$ cat config.mk
export PLATFORM = sky130hd
export DESIGN_NAME = clkgate_idle_ctrl
export DESIGN_NICKNAME = d
export VERILOG_FILES = /design/src/rtl/clkgate_idle_ctrl.sv
export SDC_FILE = /design/constraint.sdc
export NUM_CORES = 1
export LEC_CHECK = 0
export BUFFER_PORTS_ARGS = -buffer_cell sky130_fd_sc_hd__buf_2
export CAP_MARGIN = 20
export CORE_ASPECT_RATIO = 1.5
export CORE_MARGIN = 1.5
export CORE_UTILIZATION = 56
export CTS_CLUSTER_DIAMETER = 150
export DETAILED_ROUTE_END_ITERATION = 6
export PLACE_DENSITY = 0.83
export SLEW_MARGIN = 20
export SYNTH_ARGS = -nofsm -noshare
export SYNTH_HDL_FRONTEND = slang
export SYNTH_SLANG_ARGS = --single-unit
export TNS_END_PERCENT = 10
$ cat constraint.sdc
create_clock -name clk -period 2.15 [get_ports clk]
set_input_delay 0.1075 -clock clk [delete_from_list [all_inputs] [get_ports clk]]
set_output_delay 0.1075 -clock clk [all_outputs]
set_load 0.02 [all_outputs]
$ cat src/rtl/clkgate_idle_ctrl.sv
// Per-channel automatic clock gating with idle hysteresis, force overrides and a clock-running flag.
// Latency: wake sets en one edge after busy/force_on; no flow control, purely level-driven.
module clkgate_idle_ctrl #(
    parameter int              N_CH          = 4,
    parameter int              HYST_W        = 4,
    parameter logic [N_CH-1:0] RESET_ENABLED = {N_CH{1'b1}}
) (
    input  logic              clk,
    input  logic              rst_n,
    input  logic [N_CH-1:0]   busy,
    input  logic [N_CH-1:0]   force_on,
    input  logic [N_CH-1:0]   force_off,
    input  logic [HYST_W-1:0] hyst,
    output logic [N_CH-1:0]   clk_out,
    output logic [N_CH-1:0]   gated,
    output logic [N_CH-1:0]   ready
);

    typedef enum logic [1:0] {
        ST_RUN   = 2'd0,
        ST_COUNT = 2'd1,
        ST_OFF   = 2'd2
    } state_t;

    for (genvar i = 0; i < N_CH; i++) begin : g_ch
        state_t            state_q, state_d;
        logic [HYST_W-1:0] ctr_q, ctr_d;
        logic              en_q, en_d;
        logic              ready_q, ready_d;

        always_ff @(posedge clk or negedge rst_n) begin
            if (!rst_n) begin
                state_q <= RESET_ENABLED[i] ? ST_RUN : ST_OFF;
                en_q    <= RESET_ENABLED[i];
                ctr_q   <= '0;
                ready_q <= 1'b0;
            end else begin
                state_q <= state_d;
                en_q    <= en_d;
                ctr_q   <= ctr_d;
                ready_q <= ready_d;
            end
        end

        // Priority within every state: force_on > force_off > busy > idle countdown.
        always_comb begin
            state_d = state_q;
            ctr_d   = ctr_q;
            case (state_q)
                ST_RUN: begin
                    if (force_on[i]) begin
                        state_d = ST_RUN;
                    end else if (force_off[i]) begin
                        state_d = ST_OFF;
                    end else if (busy[i]) begin
                        state_d = ST_RUN;
                    end else if (hyst == '0) begin
                        state_d = ST_OFF;
                    end else begin
                        state_d = ST_COUNT;
                        ctr_d   = hyst;
                    end
                end
                ST_COUNT: begin
                    if (force_on[i]) begin
                        state_d = ST_RUN;
                    end else if (force_off[i]) begin
                        state_d = ST_OFF;
                    end else if (busy[i]) begin
                        state_d = ST_RUN;
                    end else if (ctr_q <= HYST_W'(1)) begin
                        state_d = ST_OFF;
                    end else begin
                        ctr_d = ctr_q - HYST_W'(1);
                    end
                end
                ST_OFF: begin
                    if (force_on[i]) begin
                        state_d = ST_RUN;
                    end else if (force_off[i]) begin
                        state_d = ST_OFF;
                    end else if (busy[i]) begin
                        state_d = ST_RUN;
                    end
                end
                default: state_d = ST_OFF;
            endcase
            en_d    = (state_d != ST_OFF);
            // en_q high now means the current edge already reached clk_out.
            ready_d = en_d & (ready_q | en_q);
        end

        assign gated[i] = ~en_q;
        assign ready[i] = ready_q;

`ifdef NOCLOCKGATES
        assign clk_out[i] = clk;
`else
        // Low-transparent latch: enable can only change while clk is low, so no runt pulses.
        logic en_lat;
        always_latch begin
            if (!clk) en_lat = en_q;
        end
        assign clk_out[i] = clk & en_lat;
`endif
    end

endmodule

==> summary.md <==
| Metric | Value |
|---|---|
| Outcome | `complete, but fails checks` |
| Failing checks | `negative setup slack` |
| Post-synth top area share | `0.354` |
| Max-cap viol count | `0` |
| Rel. slew slack | `0.534` |
| DRC | `0` |
| Die height | `75.9 µm` |
| Worst Setup Slack, final | `-0.0768 ns` |
| Met2 GRT Util | `0.420` |
| Initial antenna violation count | `0` |
| Post-DP HPWL | `around 2800 µm` |
| CP Class | `latch to output port` |
| NumNets Final | `280` |
| Combinational share of power | `0.177` |
| Critical Path Fanout Max | `1` |
| Post-synth EDFFs | `0` |
| GR met3 Demand/Resource | `0.0804` |
| Placement Cell Area | `~2100 µm²` |
| Clock latency on the worst-skew pair | `0.39 ns` |
| Placer Congestion | `roughly 0.86` |
| GRT Resource Usage Total | `0.239` |
| Syn_area_per_cell | `9.05 µm²` |
| Clock power share | `0.440` |
| Post-Syn Area | `1980 µm²` |
| RSZ-0062 raised after global routing | `yes` |
| Yosys cell types | `39` |
| Net Switching | `754 µW` |
| Final Skew | `0.00516 ns` |
| Slew Limit Fails | `0` |
| DIE WIDTH | `between 50 and 60 µm` |
| Via count | `roughly 1700` |
| Vias in the first global route | `1629` |
| DP Worst Slack | `between 0.2 and 0.25 ns` |
| # rows | `26` |
| First-pass GRT wire length | `roughly 6700 µm` |
| Power Density | `979 nW/µm²` |
| WP data arrival | `2.12 ns` |
| Internal power | `1.54 mW` |
| YS warnings | `0` |
| Seq pwr share | `0.383` |
| Class of the tightest hold or removal check | `primary input to flip-flop` |
| First-pass iteration count of the detailed router | `4` |
| Io pins | `30` |
| DRT Wirelength | `4030 µm` |
| Post-layout instance area | `roughly 2300 µm²` |
| Top cells by area, synth | `dfrtp_1 (35%), dfstp_2 (5.3%), inv_1 (5.1%), nor2_1 (5.1%), ha_1 (5.1%)` |
| ANT cells | `0` |
| WP data required | `2.04 ns` |
| Initial Util | `0.586` |
| DRT iter0 DRCs | `75` |
| Mapped Cells | `219` |
| Post-CTS Setup Bufs | `0` |
| HP Start | `force_off[0]` |
| Synthesized Nets | `245` |
| GR Overflow Total | `0` |
| Total core area | `3380 µm²` |
| Kind of start point of the critical path | `latch` |
| Share of layout cells above drive strength 1 | `0.211` |
| CTS tree | `built` |
| Switch share | `0.328` |
| Post-route ant nets | `0` |
| Clk slew on worst S/H paths | `0.07 ns` |
| Dpl cells | `282` |
| IO buf count | `29` |
| GRT met1 Usage | `0.239` |
| Vias per cell | `5.63` |
| Setup violators final | `8` |
| Fin cells | `just under 300` |
| Die Footprint | `3910 µm²` |
| VDD IR-drop max | `677 µV` |
| Largest net degree at the start of global routing | `33` |
| Final Hold Fails | `0` |
| Most Crowded Layer GR | `met2` |
| Synthesized flop and latch total | `36` |
| Critical path origin | `g_ch[3].en_lat` |
| Lkg Pwr | `1.11 nW` |
| Worst Max-Slew Pin Slew | `0.699 ns` |
| Routed wire per std cell | `13.5 µm` |
| Ys flop type | `dfrtp_1` |
| Async SR Flop Fraction | `0.889` |
| Area delta synth->final | `18.6%` |
| Layout fillers | `283` |
| R2R Path Start | `g_ch[0].ctr_q[0]` |
| Yosys top cell by area | `dfrtp_1` |
| CP endpoint kind | `output port` |
[area by class of cell]
| cell class | count | area, µm² | share of cell area |
|---|---|---|---|
| multi-input cells | 147 | 976 | 0.415 |
| flip-flops and latches | 36 | 867 | 0.369 |
| clock buffers | 16 | 190 | 0.0809 |
| repair buffers | 28 | 155 | 0.0660 |
| inverters | 28 | 105 | 0.0447 |
| well taps | 42 | 52.6 | 0.0224 |
| clock inverters | 1 | 3.75 | 0.00160 |
[per-stage QoR]
stage | hold slack (ns) | setup TNS [ns] | utilization | power [mW]
finish | 0.0500 | -0.292 | 0.695 | 2.30
global route | 0.0455 | -0.402 | 0.695 | 2.45
CTS | 0.0393 | -0.341 | 0.693 | 2.30
detailed placement | 0.200 | 0 | 0.631 | 1.45
global placement | 0.196 | 0 | 0.631 | 1.43
floorplan | -0.188 | 0 | - | 1.29
[layer usage]
metal | up-vias | part of all wire
met3 | 11 | 0.034
met1 | 794 | 0.39
li1 | 841 | -
met4 | 0 | 0.023
met2 | 32 | 0.55
met5 | - | 0
[power groups by stage]
| stage | clock, mW | sequential, mW | combinational (mW) |
|---|---|---|---|
| 6_report | 1.01 | 0.881 | 0.408 |
| 5_1_grt | 1.08 | 0.903 | 0.468 |
| 4_1_cts | 1.01 | 0.878 | 0.410 |
| 3_5_place_dp | 0.157 | 0.889 | 0.403 |
| 3_3_place_gp | 0.157 | 0.887 | 0.391 |
| 2_1_floorplan | 0.113 | 0.863 | 0.313 |
[state kept, by name (all words and copies together) (netlist names)]
signal,count
g_ch.ctr_q,16
g_ch.state_q,8
g_ch.en_lat,4
g_ch.ready_q,4
g_ch.en_q,4
[repair_timing]
item | 4_1_cts | 5_1_grt
endpoints found under the setup margin | 8 | 8
hold endpoints to repair | 29 | 0
hold buffers | 3 | 0
gates resized for setup | 11 | 2
pin swaps | 2 | 1
[critical path: stages, from the launching register on]
cell,delay (ns)
dlxtn_2,0.40
and2_4,0.12
buf_6,0.10
[kinds of logic after synthesis]
family	share of synthesized area
AND/OR/NAND/NOR	0.201
AO/OA/AOI/OAI	0.205
buffers and inverters	0.0758
flip-flops	0.407
adder cells (fa/ha/maj)	0.0505
multiplexers	0.0303
latches	0.0303
[cell usage in the layout (no fill, tap or decap), drive strengths merged, types with 3 or more instances in the layout]
master,n
dfrtp,28
o221ai,3
nor3,8
a21oi,13
dlygate4sd3,3
a22oi,6
nand2,8
a211oi,3
buf,29
nor4,5
clkbuf,12
inv,28
dfstp,4
nand2b,4
ha,8
mux2i,6
o2bb2ai,4
o21ai,13
o211ai,5
o31a,3
or3,3
and2,4
nor2b,4
dlxtn,4
nor2,27
[final timing paths]
check                                     endpoint  slack [ns]  cells past startpoint
worst max-delay path                    clk_out[3]       -0.08                      2
worst min-delay path            g_ch[0].state_q[1]        0.05                      3
worst max register to register    g_ch[0].ctr_q[0]        0.16                      6
worst min register to register      g_ch[1].en_lat        0.47                      0
max in group asynchronous       g_ch[3].state_q[0]        1.40                      2
min in group asynchronous       g_ch[1].state_q[1]        0.29                      2
[synthesized netlist by cell type (all sizes together), types with 5 or more instances]
master,count
dfrtp,28
inv,28
nor2,27
a21oi,13
o21ai,13
buf,8
ha,8
nand2,8
nor3,8
a22oi,6
mux2i,6
nor4,5
o211ai,5
Note: power is estimated with default switching activity, not from simulation.
